==> config.mk <==
export PLATFORM = sky130hd
export DESIGN_NAME = csi2_packet_builder
export DESIGN_NICKNAME = d
export VERILOG_FILES = /design/src/rtl/csi2_packet_builder.sv
export SDC_FILE = /design/constraint.sdc
export NUM_CORES = 1
export LEC_CHECK = 0
export BUFFER_PORTS_ARGS = -buffer_cell sky130_fd_sc_hd__buf_4
export CELL_PAD_IN_SITES_DETAIL_PLACEMENT = 0
export CELL_PAD_IN_SITES_GLOBAL_PLACEMENT = 1
export CORE_UTILIZATION = 35
export DETAILED_ROUTE_END_ITERATION = 12
export HOLD_SLACK_MARGIN = 0.08
export PLACE_DENSITY_LB_ADDON = 0.1
export SKIP_CTS_REPAIR_TIMING = 1
export SKIP_LAST_GASP = 1
export SLEW_MARGIN = 10
export SYNTH_ARGS = -nofsm -noshare
export SYNTH_HDL_FRONTEND = slang
export SYNTH_SLANG_ARGS = --single-unit
==> constraint.sdc <==
create_clock -name clk -period 3.32 [get_ports clk]
set_input_delay 0.664 -clock clk [delete_from_list [all_inputs] [get_ports clk]]
set_output_delay 0.664 -clock clk [all_outputs]
set_load 0.1 [all_outputs]
==> src/rtl/csi2_packet_builder.sv <==
// CSI-2 packet builder: AXI4-Stream pixel words in, FS / long-packet / FE bytes out, one byte per cycle.
// Define CSI2_TX_CRC_EN to compute the payload CRC-16; without it both CRC bytes are sent as zero.

module csi2_packet_builder #(
   parameter logic [1:0] VC_DEFAULT = 2'd0
) (
   input  logic        clk,
   input  logic        reset,
   input  logic [1:0]  vc,
   input  logic [5:0]  data_type,
   input  logic [15:0] wc,
   input  logic        s_tvalid,
   output logic        s_tready,
   input  logic [31:0] s_tdata,
   input  logic        s_tuser,
   input  logic        s_tlast,
   input  logic        frame_end,
   output logic [7:0]  data_out,
   output logic        data_valid,
   output logic        pkt_start,
   output logic        pkt_end,
   output logic        length_err,
   output logic        busy
);

   localparam int unsigned WC_W  = 16;
   localparam int unsigned IDX_W = 3;

   typedef enum logic [2:0] {IDLE, FS_HDR, LP_HDR, PAYLOAD, CRC, FE_HDR} state_t;

   state_t            state, state_nx;
   logic [IDX_W-1:0]  idx;
   logic [1:0]        pos;
   logic              trunc;
   logic [31:0]       word_buf;
   logic [WC_W-1:0]   bytes_left;
   logic [1:0]        vc_q;
   logic [5:0]        dt_q;
   logic [WC_W-1:0]   wc_q;
   logic [WC_W-1:0]   frame_num;
   logic              fe_pend;
   logic [15:0]       crc_q;

   logic              fe_req, need_word, accept, emit_pay, last_pay;
   logic [7:0]        pay_byte, hdr_id, hdr_byte;
   logic [WC_W-1:0]   hdr_wc;
   logic [7:0]        nx_data;
   logic              nx_valid, nx_start, nx_end, nx_lerr;

   // 6-bit Hamming code over {WC, data_id}
   function automatic logic [5:0] ecc6(input logic [23:0] d);
      logic [5:0] p;
      p[0] = d[0]^d[1]^d[2]^d[4]^d[5]^d[7]^d[10]^d[11]^d[13]^d[16]^d[20]^d[21]^d[22]^d[23];
      p[1] = d[0]^d[1]^d[3]^d[4]^d[6]^d[8]^d[10]^d[12]^d[14]^d[17]^d[20]^d[21]^d[22]^d[23];
      p[2] = d[0]^d[2]^d[3]^d[5]^d[6]^d[9]^d[11]^d[12]^d[15]^d[18]^d[20]^d[21]^d[22];
      p[3] = d[1]^d[2]^d[3]^d[7]^d[8]^d[9]^d[13]^d[14]^d[15]^d[19]^d[20]^d[21]^d[23];
      p[4] = d[4]^d[5]^d[6]^d[7]^d[8]^d[9]^d[16]^d[17]^d[18]^d[19]^d[20]^d[22]^d[23];
      p[5] = d[10]^d[11]^d[12]^d[13]^d[14]^d[15]^d[16]^d[17]^d[18]^d[19]^d[21]^d[22]^d[23];
      return p;
   endfunction

   assign fe_req    = fe_pend | frame_end;
   assign need_word = (state == PAYLOAD) && (pos == 2'd0) && !trunc;
   assign s_tready  = need_word && !reset;
   assign accept    = need_word && s_tvalid;
   assign emit_pay  = (state == PAYLOAD) && ((pos != 2'd0) || trunc || s_tvalid);
   assign last_pay  = emit_pay && (bytes_left == WC_W'(1));

   // Byte 0 of a fresh word goes straight out; later bytes come from the buffer, zeros after truncation
   always_comb begin
      pay_byte = s_tdata[7:0];
      if (pos != 2'd0)
         pay_byte = word_buf[{pos, 3'b000} +: 8];
      else if (trunc)
         pay_byte = 8'h00;
   end

   always_comb begin
      hdr_id = {vc_q, dt_q};
      hdr_wc = wc_q;
      if (state == FS_HDR) begin
         hdr_id = {vc_q, 6'h00};
         hdr_wc = frame_num;
      end else if (state == FE_HDR) begin
         hdr_id = {vc_q, 6'h01};
         hdr_wc = frame_num;
      end
      case (idx[1:0])
         2'd0:    hdr_byte = hdr_id;
         2'd1:    hdr_byte = hdr_wc[7:0];
         2'd2:    hdr_byte = hdr_wc[15:8];
         default: hdr_byte = {2'b00, ecc6({hdr_wc, hdr_id})};
      endcase
   end

   always_ff @(posedge clk) begin
      if (reset) state <= IDLE;
      else       state <= state_nx;
   end

   always_comb begin
      state_nx = state;
      case (state)
         IDLE: begin
            if (fe_req)        state_nx = FE_HDR;
            else if (s_tvalid) state_nx = s_tuser ? FS_HDR : LP_HDR;
         end
         FS_HDR:  if (idx == IDX_W'(4)) state_nx = LP_HDR;
         LP_HDR:  if (idx == IDX_W'(3)) state_nx = PAYLOAD;
         PAYLOAD: if (last_pay)         state_nx = CRC;
         CRC:     if (idx == IDX_W'(1)) state_nx = IDLE;
         FE_HDR:  if (idx == IDX_W'(3)) state_nx = IDLE;
         default: state_nx = IDLE;
      endcase
   end

   always_comb begin
      nx_data  = 8'h00;
      nx_valid = 1'b0;
      nx_start = 1'b0;
      nx_end   = 1'b0;
      nx_lerr  = 1'b0;
      case (state)
         FS_HDR, FE_HDR: begin
            // FS has a fifth, silent slot that separates it from the following line header
            nx_valid = (idx < IDX_W'(4));
            nx_data  = nx_valid ? hdr_byte : 8'h00;
            nx_start = (idx == IDX_W'(0));
            nx_end   = (idx == IDX_W'(3));
         end
         LP_HDR: begin
            nx_valid = 1'b1;
            nx_data  = hdr_byte;
            nx_start = (idx == IDX_W'(0));
         end
         PAYLOAD: begin
            nx_valid = emit_pay;
            nx_data  = emit_pay ? pay_byte : 8'h00;
            nx_lerr  = accept && (s_tlast ? (bytes_left > WC_W'(4)) : (bytes_left <= WC_W'(4)));
         end
         CRC: begin
            nx_valid = 1'b1;
            nx_data  = (idx == IDX_W'(0)) ? crc_q[7:0] : crc_q[15:8];
            nx_end   = (idx == IDX_W'(1));
         end
         default: ;
      endcase
   end

   always_ff @(posedge clk) begin
      if (reset) begin
         data_out   <= 8'h00;
         data_valid <= 1'b0;
         pkt_start  <= 1'b0;
         pkt_end    <= 1'b0;
         length_err <= 1'b0;
         busy       <= 1'b0;
      end else begin
         data_out   <= nx_data;
         data_valid <= nx_valid;
         pkt_start  <= nx_start;
         pkt_end    <= nx_end;
         length_err <= nx_lerr;
         busy       <= (state_nx != IDLE);
      end
   end

   // Packet parameters are captured while idle, so they freeze at packet start
   always_ff @(posedge clk) begin
      if (reset) begin
         idx        <= '0;
         pos        <= '0;
         trunc      <= 1'b0;
         word_buf   <= '0;
         bytes_left <= '0;
         vc_q       <= VC_DEFAULT;
         dt_q       <= '0;
         wc_q       <= '0;
         frame_num  <= WC_W'(1);
         fe_pend    <= 1'b0;
      end else begin
         idx <= (state_nx != state) ? IDX_W'(0) : idx + IDX_W'(1);
         if (state == IDLE && fe_req) fe_pend <= 1'b0;
         else if (frame_end)          fe_pend <= 1'b1;
         if (state == FE_HDR && idx == IDX_W'(3))
            frame_num <= (frame_num == {WC_W{1'b1}}) ? WC_W'(1) : frame_num + WC_W'(1);
         if (state == IDLE) begin
            vc_q       <= vc;
            dt_q       <= data_type;
            wc_q       <= wc;
            bytes_left <= wc;
            pos        <= 2'd0;
            trunc      <= 1'b0;
         end else if (state == PAYLOAD) begin
            if (emit_pay) begin
               bytes_left <= bytes_left - WC_W'(1);
               pos        <= (pos == 2'd0 && trunc) ? 2'd0 : pos + 2'd1;
            end
            if (accept) begin
               word_buf <= s_tdata;
               if (s_tlast && bytes_left > WC_W'(4)) trunc <= 1'b1;
            end
         end
      end
   end

`ifdef CSI2_TX_CRC_EN
   // Reflected CRC-16 (0x8408), init 0xFFFF, over emitted payload bytes
   function automatic logic [15:0] crc_upd(input logic [15:0] c, input logic [7:0] d);
      logic [15:0] r;
      r = c;
      for (int i = 0; i < 8; i++) begin
         if (r[0] ^ d[i]) r = (r >> 1) ^ 16'h8408;
         else             r = r >> 1;
      end
      return r;
   endfunction

   always_ff @(posedge clk) begin
      if (reset || state == IDLE) crc_q <= 16'hFFFF;
      else if (emit_pay)          crc_q <= crc_upd(crc_q, pay_byte);
   end
`else
   assign crc_q = 16'h0000;
`endif

endmodule
==> results of run 1 <==
[cell usage in the layout (no fill, tap or decap), drive strengths merged, types with 10 or more instances in the layout]
cell type	count
nand2b	12
nand3	14
dfxtp	111
ha	11
buf	91
mux2i	12
nor2	40
nor3	18
nand2	174
a21oi	91
xor2	34
inv	13
o21ai	10
xnor2	39
[worst paths after layout]
kind,from,cells after the start,slack (ns),end
setup / recovery,state[1],7,0.57,data_out[5]
hold / removal,word_buf[16],2,0.46,word_buf[16]
setup reg to reg,state[1],7,0.57,data_out[5]
hold reg to reg,word_buf[16],2,0.46,word_buf[16]
[stage by stage]
stage	utilization, %	cell area [sq um]	hold slack [ns]
after CTS	41.9	7220	0.457
final	41.9	7220	0.457
after detailed placement	40.0	6900	0.446
after floorplan	-	6170	0.433
after global routing	41.9	7220	0.476
after global placement	40.0	6900	0.439
[layer usage]
| layer | vias up | GRT usage [%] |
|---|---|---|
| li1 | 2677 | - |
| met1 | 2561 | 29.6 |
| met2 | 114 | 32.2 |
| met3 | 26 | 3.34 |
| met4 | 0 | 6.87 |
| met5 | - | 0 |
[worst max-delay path: cells and delay by family, from the launching register on]
kind	cells	cell delay, ns
flip-flops	1	0.58
AND/OR/NAND/NOR	1	0.55
XOR/XNOR	2	0.50
AO/OA/AOI/OAI	2	0.41
buffers and inverters	1	0.33
multiplexers	1	0.33
[state kept, by name, summed over array words and instances (netlist names), 2 cells and up]
signal / flops
word_buf: 32
bytes_left: 16
frame_num: 16
wc_q: 16
data_out: 8
dt_q: 6
idx: 3
state: 3
pos: 2
vc_q: 2
[power by group through the flow]
stage | Combinational [mW] | Sequential [mW] | Clock [mW]
global placement | 1.18 | 1.56 | 0
floorplan | 0.821 | 1.58 | 0
CTS | 1.19 | 1.53 | 1.18
global route | 1.29 | 1.55 | 1.24
finish | 1.19 | 1.53 | 1.15
detailed placement | 1.18 | 1.56 | 0
[final cells by class]
| cell class | instances | area [sq um] |
|---|---|---|
| clock inverter | 7 | 91.3 |
| fill | 1832 | 10000 |
| sequential | 111 | 2220 |
| clock buffer | 9 | 225 |
| timing repair buffer | 91 | 683 |
| tap | 225 | 282 |
| inverter | 11 | 41.3 |
| multi-input combinational | 580 | 3670 |
[logic make-up after synthesis]
| group | after synthesis |
|---|---|
| AND/OR/NAND/NOR | 314 |
| AO/OA/AOI/OAI | 148 |
| flip-flops | 111 |
| XOR/XNOR | 82 |
| buffers and inverters | 69 |
| multiplexers | 25 |
| adder cells (fa/ha/maj) | 11 |
==> results by group, run 1 <==
Synth
  – Cell with the most instances after synthesis: nand2_1
  – Mux cell area share after synthesis: 5.84%
  – Yosys top cell area share: 36.0%
  – Syn avg cell area: 8.12 sq um
  – Synth Area in XOR/XNOR: 13.6%
  – Async set or reset register ratio after synthesis: 0%
  – Netlist Area Pre-Place: 0.00617 sq mm
  – Top cells by count, synth: 174 x nand2_1, 111 x dfxtp_1, 91 x a21oi_1
  – Simple-gate share of the synthesized area: 23.3%
  – Post-Syn Instances: 760
  – Most used DFF post-synth: dfxtp_1
  – Post-synthesis adder-cell area fraction: 2.23%
  – Synth warn: 0
  – Mapped Nets: 833
  – Main combinational cell family by area after synthesis: simple AND/OR/NAND/NOR gates
  – Cell variety after synth: 59
  – Post-synth EDFFs: 0
  – Compound-Gate Fraction of Synth Area: 14.3%
  – Flops & latches, synth: 111
  – Yosys top cell by area: dfxtp_1
  – Sequential element share of the synthesized area: 36.0%
  – Synth area leaders: dfxtp_1 36%, nand2_1 11%, a21oi_1 7.4%, xnor2_1 5.5%, xor2_1 4.8%

Timing
  – F_max: 363 MHz
  – Final min period: 2.75 ns
  – TNS Setup: 0 ns
  – Hold Fails Final Rpt: 0
  – Final setup violation count: 0
  – RSZ-0062 raised after global routing: no
  – Final Max Slew Viols: 0
  – Slew headroom: 37.7%
  – Worst slew pin tran: 0.934 ns
  – Period utilisation layout: 83.0%
  – Clock Skew: 0.00811 ns
  – Setup ws final: 0.566 ns

Hold path
  – Worst hold path class: reg2reg

Critical path
  – CP peak stage delay: 0.58 ns
  – Critical path peak fanout: 14
  – CP max stage cell: dfxtp_1
  – Critical Path End Type: flip-flop
  – Crit path DAT: 3.06 ns
  – Worst setup SP type: flip-flop
  – CP cell instances: nand2b_1, buf_4, mux2i_1, xnor2_1, xnor3_1, a211oi_1, o21a_1
  – WS Path Type: reg2reg
  – CP Data Required Time: 3.63 ns

Finish
  – Area Overhead vs Synth: 17.0%
  – Nets: 877
  – Non-filler cells, final: 1,034
  – ANT cells: 0
  – Ratio of cells with drive above 1 in the final layout: 15.8%

Route
  – Metal3 WL: 552 microns
  – Met2 WL: 8130 microns
  – Starting DRT DRC Count: 364
  – Vias: 5,378
  – Final WL: 18,100 microns
  – Routed Antenna Nets: 0
  – Routed len/inst: 17.5 microns
  – M1 wire length: 9070 microns
  – Detailed Routing Iterations Pass 1: 7
  – Highest routed layer: met4
  – DRC violations left: 0
  – Vias per cell: 5.20

Place
  – Place WS: 0.614 ns
  – Port bufs: 75
  – Routability cong.: 0.879
  – DP Cell Count: 1,018
  – Detailed placer's ending HPWL: 13,600 microns

Die
  – DIE AREA: 0.0182 sq mm
  – Die Y: 135 microns
  – Core ar.: 0.0172 sq mm
  – I/O Pins: 76
  – Die width: 135 microns
  – Row cnt: 48
  – Initial core utilization: 35.8%

Clock tree
  – Clk_lat worst skew: 0.37 ns
  – Clk buf depth: 2
  – CTS Buf Count: 9
  – CTS sink cnt: 111
  – CTS Root Cell: clkbuf_16
  – CTS HTree Levels: 3
  – TritonCTS clock tree: built
  – Clock slew at reported path FFs: 0.08 ns

Pwr
  – Sw power: 1.31 mW
  – Logic pwr share: 30.7%
  – PwrDens: 536 mW/mm^2
  – Clock Power Share: 29.7%
  – Power share of the sequential group: 39.7%
  – Worst vdd ir: 0.000273 V
  – Leakage: 2.87 nW
  – Internal cell power: 2.56 mW
  – Design Power: 3.87 mW
  – Sw frac: 33.9%

Global routing
  – Largest net degree at the start of global routing: 52
  – Antenna violations before repair: 0
  – First-pass GRT wire length: 28,800 microns
  – GRT Overall Usage: 20.9%
  – Overflow left after global routing: 0
  – Vias in the first global route: 5,132

Job
  – Max Cap Viol: 0

Outcome
  – Outcome: complete, no violations
No activity file was read; power rests on OpenSTA's default activity.
==> inputs of run 2 (changes only) <==
Clock period 3.32 ns to 2.65 ns, I/O delays scaled along.
==> run 2 against run 1 <==
Compared with the run above: clock skew shrank 0.0024 ns; worst hold slack lost 0.053 ns; global-route usage grew 0.24 points; largest power group unchanged; design area grew 2.3%.
==> results by group, run 2 (synthesis results as in run 1) <==
Place
  – Port bufs: 75 (unchanged)
  – DP Cell Count: 1,035 (was 1,018)
  – Detailed placer's ending HPWL: 14,000 microns (was 13,600 microns)
  – Routability cong.: 0.905 (was 0.879)

Pwr
  – Sw frac: 33.8% (was 33.9%)
  – Internal cell power: 3.22 mW (was 2.56 mW)
  – Power share of the sequential group: 39.5% (was 39.7%)
  – Logic pwr share: 31.0% (was 30.7%)
  – Clock Power Share: 29.5% (was 29.7%)
  – Leakage: 2.96 nW (was 2.87 nW)
  – Design Power: 4.87 mW (was 3.87 mW)
  – Sw power: 1.65 mW (was 1.31 mW)
  – PwrDens: 659 mW/mm^2 (was 536 mW/mm^2)
  – Worst vdd ir: 0.000335 V (was 0.000273 V)

Job
  – Max Cap Viol: 0 (unchanged)

Finish
  – Area Overhead vs Synth: 19.7% (was 17.0%)
  – Number of flip-flops under the largest register name: 32 (unchanged)
  – Fill cell count: 1,768 (was 1,832)
  – Most frequent cells in the layout: 174 x nand2_1, 111 x dfxtp_1, 105 x buf_4, 91 x a21oi_1, 40 x nor2_1 (was 174 x nand2_1, 111 x dfxtp_1, 91 x a21oi_1, 91 x buf_4, 40 x nor2_1)
  – Biggest register: word_buf (unchanged)
  – ANT cells: 0 (unchanged)
  – Ratio of cells with drive above 1 in the final layout: 17.4% (was 15.8%)
  – FF+latch area: 0.00222 sq mm (unchanged)
  – Post-layout util: 42.8% (was 41.9%)
  – Multi-input logic area: 0.00368 sq mm (was 0.00367 sq mm)
  – Non-filler cells, final: 1,051 (was 1,034)
  – Nets: 894 (was 877)
  – Commonest non-fill, non-tap cell in the layout: nand2_1 (unchanged)

Timing
  – TNS Setup: 0 ns (unchanged)
  – Final min period: 2.35 ns (was 2.75 ns)
  – Hold Fails Final Rpt: 0 (unchanged)
  – Clock Skew: 0.00569 ns (was 0.00811 ns)
  – Final setup violation count: 0 (unchanged)
  – Period utilisation layout: 88.8% (was 83.0%)
  – F_max: 425 MHz (was 363 MHz)
  – RSZ-0062 raised after global routing: no (unchanged)
  – Worst hold slack: 0.404 ns (was 0.457 ns)
  – Final Max Slew Viols: 0 (unchanged)
  – Worst slew pin tran: 0.707 ns (was 0.934 ns)
  – Slew headroom: 52.1% (was 37.7%)

Clock tree
  – CTS Buf Count: 9 (unchanged)
  – CTS Root Cell: clkbuf_16 (unchanged)
  – Clk_lat worst skew: 0.36 ns (was 0.37 ns)
  – Clock slew at reported path FFs: 0.08 ns (about the same)
  – CTS sink cnt: 111 (unchanged)
  – TritonCTS clock tree: built (unchanged)
  – Clk buf depth: 2 (unchanged)
  – CTS HTree Levels: 3 (unchanged)

Critical path
  – CP Data Required Time: 2.96 ns (was 3.63 ns)
  – Critical Path End Type: flip-flop (unchanged)
  – Critical path peak fanout: 7 (was 14)
  – R2R setup slack: 0.30 ns (was 0.57 ns)
  – Crit path DAT: 2.66 ns (was 3.06 ns)
  – WS Path Type: reg2reg (unchanged)
  – Worst setup SP type: flip-flop (unchanged)

Route
  – Detailed Routing Iterations Pass 1: 6 (was 7)
  – Starting DRT DRC Count: 301 (was 364)
  – Vias per cell: 5.16 (was 5.20)
  – Routed len/inst: 17.6 microns (was 17.5 microns)
  – Routed Antenna Nets: 0 (unchanged)
  – DRC violations left: 0 (unchanged)
  – Vias: 5,418 (was 5,378)
  – Final WL: 18,500 microns (was 18,100 microns)

Die
  – I/O Pins: 76 (unchanged)
  – Core ar.: 0.0172 sq mm (unchanged)
  – Row cnt: 48 (unchanged)
  – Die width: 135 microns (unchanged)
  – Die Y: 135 microns (unchanged)
  – DIE AREA: 0.0182 sq mm (unchanged)
  – Initial core utilization: 35.8% (unchanged)

Global routing
  – Vias in the first global route: 5,016 (was 5,132)
  – Overflow left after global routing: 0 (unchanged)
  – Antenna violations before repair: 0 (unchanged)
  – Largest net degree at the start of global routing: 93 (was 52)
  – First-pass GRT wire length: 28,700 microns (was 28,800 microns)
  – GRT Overall Usage: 21.1% (was 20.9%)

Hold path
  – Worst hold path class: in2reg (was reg2reg)

Outcome
  – Outcome: complete, no violations (unchanged)
-- run 2: through the flow --
step | area, sq um | worst slack, ns
global route | 7380 | 0.153
global placement | 7070 | 0.361
detailed placement | 7070 | 0.326
finish | 7380 | 0.297
CTS | 7380 | 0.290
floorplan | 6180 | 0.280
-- run 2: layout make-up --
| type | count | share of cell area [%] |
|---|---|---|
| flip-flops and latches | 111 | 30.1 |
| multi-input cells | 580 | 49.8 |
| inverters | 11 | 0.559 |
| well taps | 225 | 3.81 |
| clock buffers | 10 | 3.10 |
| repair buffers | 108 | 11.5 |
| clock inverters | 6 | 1.10 |
-- run 2: routing by layer --
metal / GRT usage, % / routed length [microns]
met5: 0 / 0
met4: 8.74 / 439
met3: 2.67 / 748
met2: 31.3 / 8190
met1: 30.7 / 9120
-- run 2: critical path, stage by stage (launching register included) --
cell	delay, ns
dfxtp_1	0.48
xnor3_1	0.44
mux2i_1	0.20
xnor3_1	0.42
xnor3_1	0.36
a211oi_1	0.26
o21a_1	0.14
-- run 2: path summary, 6_finish.rpt --
check	endpoint	start	depth (start not counted)
min	word_buf[27]	s_tdata[27]	3
max	data_out[5]	frame_num[5]	6
min reg2reg	word_buf[1]	word_buf[1]	2
max reg2reg	data_out[5]	frame_num[5]	6
-- run 2: power by group through the flow --
stage,clock network [mW],logic (mW),registers [mW]
2_1_floorplan,0,1.03,1.98
3_3_place_gp,0,1.51,1.95
3_5_place_dp,0,1.51,1.96
4_1_cts,1.49,1.52,1.92
5_1_grt,1.55,1.65,1.94
6_report,1.44,1.51,1.92
